===== config.mk =====
export PLATFORM = sky130hd
export DESIGN_NAME = alu_arbiter
export DESIGN_NICKNAME = d
export VERILOG_FILES = /design/src/rtl/alu_arbiter.sv
export SDC_FILE = /design/constraint.sdc
export NUM_CORES = 1
export LEC_CHECK = 0
export BUFFER_PORTS_ARGS = -buffer_cell sky130_fd_sc_hd__buf_2
export CAP_MARGIN = 20
export CORE_AREA = 5 5 106 108
export DETAILED_ROUTE_END_ITERATION = 12
export DIE_AREA = 0 0 111 113
export PLACE_DENSITY = 0.71
export REMOVE_ABC_BUFFERS = 1
export SYNTH_ARGS = -nofsm -noshare
export SYNTH_HDL_FRONTEND = slang
export SYNTH_SLANG_ARGS = --single-unit
export TNS_END_PERCENT = 5

===== constraint.sdc =====
create_clock -name clk -period 3.8 [get_ports clk]
set_input_delay 0.57 -clock clk [delete_from_list [all_inputs] [get_ports clk]]
set_output_delay 0.57 -clock clk [all_outputs]
set_load 0.01 [all_outputs]

===== src/rtl/alu_arbiter.sv =====
// Two-requester arbiter for the shared execute-stage ALU, with a one-entry registered result stage.
// Define ALU_ARBITER_PERF_EN to add the perf_grant0/perf_grant1/perf_stall counters.
module alu_arbiter #(
    parameter int DataWidth   = 32,
    parameter int StarveLimit = 4
) (
    input  logic                 clk,
    input  logic                 rst_n,
    input  logic                 flush,

    input  logic                 req0_valid,
    output logic                 req0_ready,
    input  logic [3:0]           req0_alu_control,
    input  logic [DataWidth-1:0] req0_operand_a,
    input  logic [DataWidth-1:0] req0_operand_b,

    input  logic                 req1_valid,
    output logic                 req1_ready,
    input  logic [3:0]           req1_alu_control,
    input  logic [DataWidth-1:0] req1_operand_a,
    input  logic [DataWidth-1:0] req1_operand_b,

    output logic [3:0]           alu_control,
    output logic [DataWidth-1:0] alu_operand_a,
    output logic [DataWidth-1:0] alu_operand_b,
    input  logic [DataWidth-1:0] alu_result,

    output logic                 rsp_valid,
    input  logic                 rsp_ready,
    output logic                 rsp_id,
    output logic [DataWidth-1:0] rsp_data
`ifdef ALU_ARBITER_PERF_EN
    ,
    output logic [31:0]          perf_grant0,
    output logic [31:0]          perf_grant1,
    output logic [31:0]          perf_stall
`endif
);

    typedef enum logic {
        EMPTY = 1'b0,
        FULL  = 1'b1
    } state_t;

    localparam logic [3:0] StarveThresh = 4'(StarveLimit);

    state_t     state;
    logic [3:0] starveCount;
    logic       canAccept;
    logic       grantValid;
    logic       grantId;
    logic       accept;

    // Starvation override first, then fixed priority with requester 0 ahead of requester 1.
    always_comb begin
        grantValid = 1'b0;
        grantId    = 1'b0;
        if (req1_valid && (starveCount >= StarveThresh)) begin
            grantValid = 1'b1;
            grantId    = 1'b1;
        end else if (req0_valid) begin
            grantValid = 1'b1;
            grantId    = 1'b0;
        end else if (req1_valid) begin
            grantValid = 1'b1;
            grantId    = 1'b1;
        end
    end

    assign canAccept  = !flush && ((state == EMPTY) || rsp_ready);
    assign accept     = canAccept && grantValid;
    assign req0_ready = accept && !grantId;
    assign req1_ready = accept && grantId;
    assign rsp_valid  = (state == FULL);

    // The ALU sees the granted operation even while the result stage is stalled.
    always_comb begin
        alu_control   = '0;
        alu_operand_a = '0;
        alu_operand_b = '0;
        if (grantValid) begin
            if (grantId) begin
                alu_control   = req1_alu_control;
                alu_operand_a = req1_operand_a;
                alu_operand_b = req1_operand_b;
            end else begin
                alu_control   = req0_alu_control;
                alu_operand_a = req0_operand_a;
                alu_operand_b = req0_operand_b;
            end
        end
    end

    always_ff @(posedge clk or negedge rst_n) begin
        if (!rst_n) begin
            state    <= EMPTY;
            rsp_id   <= 1'b0;
            rsp_data <= '0;
        end else begin
            case (state)
                EMPTY: begin
                    if (accept) begin
                        state    <= FULL;
                        rsp_id   <= grantId;
                        rsp_data <= alu_result;
                    end
                end
                FULL: begin
                    // Flush discards the held result even if it is being drained this cycle.
                    if (flush) begin
                        state <= EMPTY;
                    end else if (accept) begin
                        rsp_id   <= grantId;
                        rsp_data <= alu_result;
                    end else if (rsp_ready) begin
                        state <= EMPTY;
                    end
                end
                default: state <= EMPTY;
            endcase
        end
    end

    always_ff @(posedge clk or negedge rst_n) begin
        if (!rst_n) begin
            starveCount <= 4'd0;
        end else if (flush) begin
            starveCount <= 4'd0;
        end else if (req1_valid && !req1_ready) begin
            if (starveCount != 4'hF) begin
                starveCount <= starveCount + 4'd1;
            end
        end else begin
            starveCount <= 4'd0;
        end
    end

`ifdef ALU_ARBITER_PERF_EN
    // Counters ignore flush so they reflect every cycle the arbiter saw.
    always_ff @(posedge clk or negedge rst_n) begin
        if (!rst_n) begin
            perf_grant0 <= 32'd0;
            perf_grant1 <= 32'd0;
            perf_stall  <= 32'd0;
        end else begin
            if (req0_valid && req0_ready) begin
                perf_grant0 <= perf_grant0 + 32'd1;
            end
            if (req1_valid && req1_ready) begin
                perf_grant1 <= perf_grant1 + 32'd1;
            end
            if ((req0_valid || req1_valid) && !accept) begin
                perf_stall <= perf_stall + 32'd1;
            end
        end
    end
`endif

    assert property (@(posedge clk) disable iff (!rst_n) !(req0_ready && req1_ready));
    assert property (@(posedge clk) disable iff (!rst_n) flush |-> !(req0_ready || req1_ready));

endmodule


==> reports/metrics.csv, run 1 <==
metric,value,unit
status,completed,
# setup viols final,0,
dpl hpwl,9.06,mm
Port Buffer Count,277,
Final Non-Filler Cells,729,
Main synth FF type,dfrtp_1,
placed cell count,720,
Initial Utilization,29.6,%
slowest CP cell,buf_4,
grt peak-use layer,met2,
Core ar.,10100,sq um
"Max FO, Critical Path",38,
share of layout cells above drive strength 1,55.4,%
Clock Sinks,38,
Flop pwr share,37.5,%
Max-slew headroom,44.6,%
DR DRC count,0,
syn_area_per_cell,9.15,sq um
total power,1.31,mW
Tcrit/Tclk final,70.3,%
Die Wd,111,microns
post-synthesis to final-layout area growth,50.2,%
max-slew violation count,0,
crit-path max cell delay,0.53,ns
synth warn,0,
Post-CTS Resized,0,
post-synthesis cell count,328,
fin crit period,2.67,ns
"CTS clk-pin slew, worst paths",0.08,ns
M1 GR Usage,18.3,%
most area-consuming cells after synthesis,"dfrtp_1 (32%), mux2i_1 (23%), mux2_2 (12%)",
Cell variety after synth,25,
Layout Nets,766,
Hold WC Path Type,input port to asynchronous set/reset pin,
global route total overflow,0,
DIE AREA,12500,sq um
first-pass iteration count of the detailed router,4,
largest net degree at the start of global routing,71,
Post-synth top cells,"mux2i_1 (69), nand2_1 (69), o21ai_1 (68)",
Synth area leader,dfrtp_1,
"Hold Vio Cnt, Final",0,
GP Congestion,0.934,
Net Sw Frac,33.7,%
Seq cells post-synth,38,
IO Pins,278,
clock root buffer,clkbuf_8,
post-synth top area share,31.7,%
row count,37,
CP Launch Type,register,
CTS buffer count,5,
Power Dens Cells,291,nW/um^2
max-cap violations,0,
CP Capture Type,output port,
internal power,868,uW
gr usage total,16.2,%
clock group share of total power,22.3,%
WP buf/inv,2,
Comb power frac,40.2,%
worst path arrival time,2.10,ns
worst skew pair latency,0.29,ns
via count,3455,
"CP delay by family, top",buffers and inverters,
initial antenna violation count,1,
met2 Track Usage GR,30.6,%
CTS tree,built,
switching power,441,uW
RSZ-0062 raised after global routing,no,
Die Ht,113,microns
number of H-tree levels,2,
P_leak,2.45,nW
Crit Path Class,register to output port,
Max IR drop VDD,0.000243,V
initial DRC count,197,
via/cell ratio,4.74,
global-route wire length before repair,17.1,mm
Clock Tree Buf Depth,2,
Synth async-reset ratio,100,%
Mapped Area,3000,sq um
hold_buf cts,0,
WP data required,3.23,ns
Total Wirelength,11.0,mm
Routed wire per std cell,15.1,microns
Post-synth EDFFs,0,
worst slew pin tran,0.831,ns
CP Cell Sequence,"nor3b_4, buf_4, mux2i_1, o21ai_1, buf_2",
Fmax,0.374,GHz
post-route ant nets,0,
number of global-route vias before repair,3474,
GRT met3 Usage,3.58,%
Worst Skew,0.00790,ns
post-synthesis sequential area ratio,31.7,%
post-CTS setup buffer count,0,
placed cells by master, fill, tap and decap left out, types with 3 or more instances in the layout:
cell type,instances
mux2_2,32
o21ai_1,68
nor3_1,3
clkbuf_8,6
buf_4,4
nand2_1,69
nor2_1,6
dfrtp_1,38
mux2i_1,69
buf_2,277
layer usage:
layer / vias up / wire length (microns)
met5: - / 0
met3: 20 / 728
met4: 0 / 223
met2: 160 / 5840
met1: 1596 / 4200
li1: 1679 / -
worst reg2reg max path, delay by kind of cell (launching register included):
family / cells / cell delay [ns]
flip-flops: 1 / 0.38
buffers and inverters: 1 / 0.38
multiplexers: 1 / 0.37
AND/OR/NAND/NOR: 2 / 0.80
worst paths after layout:
| check | start | end | slack (ns) | depth (start not counted) |
|---|---|---|---|---|
| setup / recovery | starveCount[2]$_DFFE_PN0P_ | alu_operand_b[11] | 1.13 | 5 |
| hold / removal | rst_n | rsp_data[17]$_DFFE_PN0P_ | 0.37 | 1 |
| setup reg to reg | rsp_valid$_DFF_PN0_ | rsp_data[18]$_DFFE_PN0P_ | 1.76 | 4 |
| hold reg to reg | rsp_data[28]$_DFFE_PN0P_ | rsp_data[28]$_DFFE_PN0P_ | 0.51 | 1 |
| max in group asynchronous | rst_n | rsp_data[28]$_DFFE_PN0P_ | 2.90 | 1 |
| min in group clk | alu_result[31] | rsp_data[31]$_DFFE_PN0P_ | 0.50 | 2 |
logic make-up (layout without fill, tap and decap cells):
family / count (synthesis) / count (layout) / share of synthesized area [%]
xor+xnor: 1 / 1 / 0.292
simple gates: 87 / 87 / 13.0
fa+ha+maj: 1 / 1 / 0.417
mux: 101 / 101 / 35.0
flops: 38 / 38 / 31.7
buf+inv: 28 / 292 / 7.34
compound gates: 72 / 72 / 12.2
other cells: 0 / 1 / 0
metrics by stage:
step	worst slack, ns	cell area (sq um)	util (%)	hold WS (ns)	TNS (ns)
after global placement	1.30	4410	43.5	0.485	0
after detailed placement	1.23	4410	43.5	0.491	0
after global routing	0.982	4510	44.4	0.448	0
after CTS	1.12	4500	44.4	0.402	0
after floorplan	-1.89	2790	-	0.274	-134.15
final	1.13	4510	44.4	0.367	0
power groups by stage:
stage               logic, mW  registers (mW)  clock network [mW]
global placement        0.517           0.495                   0
detailed placement      0.531           0.499                   0
floorplan               0.238           0.528                   0
global route            0.574           0.499               0.317
CTS                     0.533           0.492               0.296
finish                  0.526           0.491               0.292
state kept, by name, indices dropped and copies added (netlist names):
signal / cells
rsp_data: 32
rsp_valid: 1
rsp_id: 1
starveCount: 4
final cells by class:
| type | instances | area (sq um) |
|---|---|---|
| flip-flops and latches | 38 | 951 |
| repair buffers | 282 | 1440 |
| clock inverters | 2 | 12.5 |
| inverters | 2 | 7.51 |
| fillers | 1006 | 5630 |
| clock buffers | 6 | 82.6 |
| well taps | 136 | 170 |
| diodes | 1 | 2.50 |
| multi-input cells | 262 | 1840 |
No activity file was read; power rests on OpenSTA's default activity.
==> inputs of run 2 (changes only) <==
Settings changed: CORE_AREA 5 5 106 108 to 5 5 104 106, DIE_AREA 0 0 111 113 to 0 0 109 111, PLACE_DENSITY 0.71 to 0.73.
Clock period 3.8 ns to 2.8 ns, I/O delays scaled along.
==> run 2 against run 1 <==
- hold slack lost 0.14 ns
- highest routed layer unchanged
- critical path depth is the same
- cell area shrank 0.11%
- flip-flop and latch count is the same
- sequential power grew 36%
==> reports/metrics.csv, run 2 (same netlist as run 1, synthesis figures left out) <==
metric,value,unit,change
register area,951,sq um,unchanged
Final WS setup,0.441,ns,was 1.13 ns
Crit Path Class,register to output port,,unchanged
Clock Tree Buf Depth,2,,unchanged
share of layout cells above drive strength 1,55.1,%,was 55.4%
largest net degree at the start of global routing,50,,was 71
hold_buf cts,0,,unchanged
Layout Nets,767,,was 766
Port Buffer Count,277,,unchanged
WP data required,2.38,ns,was 3.23 ns
"CTS clk-pin slew, worst paths",0.07,ns,was 0.08 ns
total power,1.75,mW,was 1.31 mW
via count,3422,,"was 3,455"
internal power,1.15,mW,was 868 uW
number of global-route vias before repair,3505,,"was 3,474"
Core ar.,9680,sq um,"was 10,100 sq um"
Power Dens Cells,388,nW/um^2,was 291 nW/um^2
Flop pwr share,38.2,%,was 37.5%
fin crit period,2.36,ns,
max-slew violation count,0,,unchanged
biggest regs,"rsp_data x32, starveCount x4",,unchanged
Max-slew headroom,43.9,%,was 44.6%
dpl hpwl,8.98,mm,was 9.06 mm
worst path arrival time,1.94,ns,was 2.10 ns
Tcrit/Tclk final,84.3,%,
Comb power frac,41.2,%,was 40.2%
Die Wd,109,microns,was 111 microns
combined area of the multi-input logic cells,1840,sq um,unchanged
CP Launch Type,register,,unchanged
Initial Utilization,31.0,%,was 29.6%
worst skew pair latency,0.30,ns,was 0.29 ns
"Hold Vio Cnt, Final",0,,unchanged
CTS tree,built,,unchanged
row count,36,,was 37
# setup viols final,0,,unchanged
Die Ht,111,microns,was 113 microns
gr usage total,17.5,%,was 16.2%
"Max FO, Critical Path",22,,was 38
fill count,914,,"was 1,006"
post-synthesis to final-layout area growth,50.0,%,was 50.2%
Clock Sinks,38,,unchanged
CTS buffer count,5,,unchanged
IO Pins,278,,unchanged
initial DRC count,191,,was 197
clock group share of total power,20.6,%,was 22.3%
global-route wire length before repair,17.2,mm,was 17.1 mm
pre-CTS WS,0.679,ns,was 1.23 ns
Antenna Cells,0,,was 1
P_leak,2.45,nW,about the same
CP Capture Type,output port,,unchanged
clock root buffer,clkbuf_8,,unchanged
Max IR drop VDD,0.000401,V,was 0.000243 V
Worst Skew,0.00501,ns,was 0.00790 ns
DR DRC count,0,,unchanged
max reg flops,32,,unchanged
Net Sw Frac,34.0,%,was 33.7%
Biggest register,rsp_data,,unchanged
most frequent cells in the layout,"buf_2 (277), mux2i_1 (69), nand2_1 (69)",,unchanged
global route total overflow,0,,unchanged
RSZ-0062 raised after global routing,no,,unchanged
number of H-tree levels,2,,unchanged
Post-CTS Resized,0,,unchanged
initial antenna violation count,0,,was 1
Fmax,0.424,GHz,
Hold WC Path Type,input port to asynchronous set/reset pin,,unchanged
Final Hold Slack,0.223,ns,was 0.367 ns
post-route ant nets,0,,unchanged
via/cell ratio,4.72,,was 4.74
"commonest non-fill, non-tap cell in the layout",buf_2,,unchanged
first-pass iteration count of the detailed router,4,,unchanged
max-cap violations,0,,unchanged
DIE AREA,12100,sq um,"was 12,500 sq um"
Total Wirelength,11.1,mm,was 11.0 mm
GP Congestion,0.819,,was 0.934
status,completed,,unchanged
switching power,594,uW,was 441 uW
post-CTS setup buffer count,0,,unchanged
Routed wire per std cell,15.3,microns,was 15.1 microns
worst slew pin tran,0.841,ns,was 0.831 ns
[run 2: cell count changes in the layout (fill, tap and decap cells not counted), sizes merged]
cell      delta
buf          +1
clkbuf       +1
clkinv       -1
clkinvlp     -1
diode        -1
[run 2: worst max-delay path, cell delays in order, from the launching register on]
cell	delay, ns
dfrtp_1	0.46
nor3b_4	0.28
buf_4	0.39
mux2i_1	0.23
o21ai_1	0.10
buf_2	0.18
[run 2: metal layers]
metal | GRT usage, % | vias up | part of all wire [%]
met5 | 0 | - | 0
met3 | 4.54 | 19 | 7.9
met2 | 33.6 | 143 | 55
met1 | 18.5 | 1584 | 35
li1 | - | 1676 | -
met4 | 4.21 | 0 | 1.8
[run 2: power by group through the flow]
stage	Clock, mW	Sequential, mW	Combinational, mW
finish	0.361	0.668	0.720
floorplan	0	0.716	0.323
global placement	0	0.674	0.705
CTS	0.370	0.668	0.729
global route	0.404	0.678	0.784
detailed placement	0	0.679	0.726
[run 2: path summary, 6_finish.rpt]
kind                                            start                    endpoint  slack [ns]  cells after the start
setup / recovery           starveCount[2]$_DFFE_PN0P_              alu_control[1]        0.44                      5
hold reg to reg               rsp_data[6]$_DFFE_PN0P_     rsp_data[6]$_DFFE_PN0P_        0.50                      1
setup reg to reg           starveCount[2]$_DFFE_PN0P_  starveCount[3]$_DFFE_PN0P_        1.10                      4
min in group clk                        alu_result[2]     rsp_data[2]$_DFFE_PN0P_        0.35                      2
max in group asynchronous                       rst_n    rsp_data[12]$_DFFE_PN0P_        2.05                      1
hold / removal                                  rst_n    rsp_data[23]$_DFFE_PN0P_        0.22                      1
[run 2: layout make-up]
| class | instances | share of cell area, % |
|---|---|---|
| Tap cell | 133 | 3.70 |
| Clock buffer | 7 | 1.70 |
| Inverter | 2 | 0.167 |
| Timing Repair Buffer | 283 | 32.4 |
| Sequential cell | 38 | 21.1 |
| Multi-Input combinational cell | 262 | 41.0 |
[run 2: stage by stage]
step	instances	utilization (%)	cell area, sq um	TNS, ns
final	725	46.5	4500	0
after global routing	725	46.5	4500	0
after CTS	725	46.5	4500	0
after detailed placement	718	45.7	4420	0
after global placement	718	45.7	4420	0
after floorplan	302	-	2790	-195.05
==> inputs of run 3 (changes only) <==
Settings changed: ABC_AREA set to 1, CORE_AREA 5 5 104 106 to 5 5 105 107, DIE_AREA 0 0 109 111 to 0 0 110 112, PLACE_DENSITY 0.73 to 0.81.
Clock period 2.8 ns to 2.27 ns, I/O delays scaled along.
==> run 3 against run 2 <==
- cell area rose by 19%
- clock power rose by 32%
- final cell count rose by 31%
- critical path type unchanged
- largest cell class unchanged
==> reports/metrics.csv, run 3 <==
metric,value,unit,change
Synth area leader,dfrtp_1,,unchanged
Routed wire per std cell,12.4,microns,was 15.3 microns
Max IR drop VDD,0.000403,V,was 0.000401 V
CP Launch Type,register,,unchanged
Hold WC Path Type,input port to asynchronous set/reset pin,,unchanged
CTS buffer count,5,,unchanged
post-synthesis sequential area ratio,24.9,%,was 31.7%
reg2reg start,starveCount[2]$_DFFE_PN0P_,,unchanged
Cell variety after synth,20,,was 25
Max-slew headroom,44.3,%,was 43.9%
RSZ-0062 raised after global routing,no,,unchanged
post-synth top area share,24.9,%,was 31.7%
initial antenna violation count,2,,was 0
number of global-route vias before repair,3827,,"was 3,505"
fin util,53.1,%,was 46.5%
fin crit period,2.11,ns,
Worst Skew,0.00839,ns,was 0.00501 ns
Die Ht,112,microns,was 111 microns
Port Buffer Count,277,,unchanged
"commonest non-fill, non-tap cell in the layout",buf_2,,unchanged
Fmax,0.473,GHz,
Mapped Area,3820,sq um,was 3000 sq um
# setup viols final,0,,unchanged
most numerous cell in the Yosys netlist,nand2_1,,
max reg flops,32,,unchanged
Seq cells post-synth,38,,unchanged
via count,4011,,"was 3,422"
GRT met3 Usage,4.29,%,was 4.54%
"Hold Vio Cnt, Final",0,,unchanged
post-synthesis to final-layout area growth,39.8,%,was 50.0%
synth warn,0,,unchanged
Layout Nets,988,,was 767
number of H-tree levels,2,,unchanged
global-route wire length before repair,17.9,mm,was 17.2 mm
via/cell ratio,4.21,,was 4.72
share of layout cells above drive strength 1,59.2,%,was 55.1%
global route total overflow,0,,unchanged
max-cap violations,0,,unchanged
worst slew pin tran,0.836,ns,was 0.841 ns
r2r endpoint,starveCount[0]$_DFFE_PN0P_,,was starveCount[3]$_DFFE_PN0P_
Clock Sinks,38,,unchanged
Die Wd,110,microns,was 109 microns
FF-to-FF path depth,5,,was 4
post-synthesis cell count,546,,was 328
most frequent cells in the layout,"buf_2 (277), nand2_1 (125), nor2_1 (83)",,"was buf_2 (277), mux2i_1 (69), nand2_1 (69)"
CTS tree,built,,unchanged
Crit Path Class,register to output port,,unchanged
Biggest register,rsp_data,,unchanged
most area-consuming cells after synthesis,"dfrtp_1 (25%), nand2_4 (18%), nand2_1 (12%)",,"was dfrtp_1 (32%), mux2i_1 (23%), mux2_2 (12%)"
Final Non-Filler Cells,952,,was 725
Post-synth EDFFs,0,,unchanged
biggest regs,"rsp_data x32, starveCount x4",,unchanged
worst skew pair latency,0.28,ns,was 0.30 ns
Clock Tree Buf Depth,2,,unchanged
first-pass iteration count of the detailed router,4,,unchanged
CP Capture Type,output port,,unchanged
post-route ant nets,0,,unchanged
placed cell count,942,,was 718
met2 Track Usage GR,33.3,%,was 33.6%
Core ar.,10000,sq um,was 9680 sq um
IO Pins,278,,unchanged
max-slew violation count,0,,unchanged
GP Congestion,0.839,,was 0.819
Main synth FF type,dfrtp_1,,unchanged
Total Wirelength,11.8,mm,was 11.1 mm
"Max FO, Critical Path",25,,was 22
initial DRC count,242,,was 191
clock root buffer,clkbuf_8,,unchanged
WP data required,1.93,ns,was 2.38 ns
gr usage total,18.2,%,was 17.5%
row count,37,,was 36
register area,951,sq um,unchanged
largest net degree at the start of global routing,69,,was 50
total power,2.28,mW,was 1.75 mW
Synth async-reset ratio,100,%,unchanged
grt peak-use layer,met2,,unchanged
Tcrit/Tclk final,93.1,%,
Initial Utilization,38.0,%,was 31.0%
DIE AREA,12300,sq um,"was 12,100 sq um"
P_leak,3.59,nW,was 2.45 nW
worst path arrival time,1.77,ns,was 1.94 ns
DR DRC count,0,,unchanged
syn_area_per_cell,7.00,sq um,was 9.15 sq um
Post-synth top cells,"nand2_1 (125), nor2_1 (83), inv_1 (78)",,"was mux2i_1 (69), nand2_1 (69), o21ai_1 (68)"
dpl hpwl,10.0,mm,was 8.98 mm
combined area of the multi-input logic cells,2310,sq um,was 1840 sq um
fill count,1013,,was 914
"CTS clk-pin slew, worst paths",0.08,ns,was 0.07 ns
Power Dens Cells,428,nW/um^2,was 388 nW/um^2
post-CTS setup buffer count,0,,unchanged
Register-to-Register Setup Slack,0.96,ns,was 1.10 ns
M1 GR Usage,20.6,%,was 18.5%
status,completed,,unchanged
## run 3: cell types whose count changed after synthesis, moves of 56 or more
cell	previous run	this run
inv_1	2	78
mux2i_1	69	0
nand2_1	69	125
nand2_2	0	61
nand2_4	0	60
nor2_1	6	83
nor2_2	0	61
o21ai_1	68	0
## run 3: worst max-delay path, cell delays in order (launching register included)
cell and delay, ns:
dfrtp_1 0.44, o21ai_4 0.23, nand2_8 0.18, buf_4 0.28, nand2_4 0.08, nand2_2 0.04, nor2_2 0.10, buf_2 0.14
## run 3: final cells by class
class	count	area share (%)
Multi-Input combinational cell	400	43.3
Timing Repair Buffer	288	28.2
Tap cell	136	3.19
Sequential cell	38	17.8
Clock inverter	1	0.0937
Inverter	80	5.65
Clock buffer	7	1.62
Antenna cell	2	0.0937
## run 3: routing by layer
layer	wire length (microns)	vias up	share of wire [%]
met5	0	-	0
met4	239	0	2.0
met3	1070	16	9.0
met2	6050	162	51
met1	4490	1758	38
li1	-	2075	-
## run 3: through the flow
step	area [sq um]	TNS, ns	hold slack, ns	setup WS [ns]
2_1_floorplan	3540	-106.05	0.0449	-1.56
3_3_place_gp	5240	0	0.449	0.416
3_5_place_dp	5240	0	0.453	0.382
4_1_cts	5330	0	0.168	0.0837
5_1_grt	5340	0	0.208	0.0189
6_report	5340	0	0.149	0.158
## run 3: cells by family after synthesis
family | after synthesis | share of synthesized area, %
DFF | 38 | 24.9
AOI/OAI and AO/OA | 5 | 0.753
buffers and inverters | 108 | 15.1
xor gates and xnor gates | 1 | 0.229
adders and majority gates | 1 | 0.327
and+or+nand+nor | 393 | 58.7
## run 3: timing repair
item,4_1_cts,5_1_grt
gates resized for setup,0,1
hold buffers,0,0
setup endpoints to repair,0,5
## run 3: report_power, final
part / switching, mW / total [mW] / leakage, nW / internal, mW
Clock: 0.231 / 0.476 / 0.0482 / 0.245
Combinational: 0.572 / 0.998 / 3.07 / 0.426
Sequential: 0.0473 / 0.811 / 0.474 / 0.763
## run 3: how the worst max path moves through the flow
stage	to	slack [ns]	startpoint	depth (start not counted)
finish	alu_operand_b[3]	0.16	starveCount[2]$_DFFE_PN0P_	7
CTS	alu_operand_b[21]	0.08	starveCount[2]$_DFFE_PN0P_	7
global route	alu_operand_a[20]	0.02	starveCount[2]$_DFFE_PN0P_	7
detailed placement	alu_operand_b[21]	0.38	req0_valid	8
floorplan	req1_ready	-1.56	starveCount[2]$_DFFE_PN0P_	4
global placement	alu_operand_b[21]	0.42	req0_valid	8
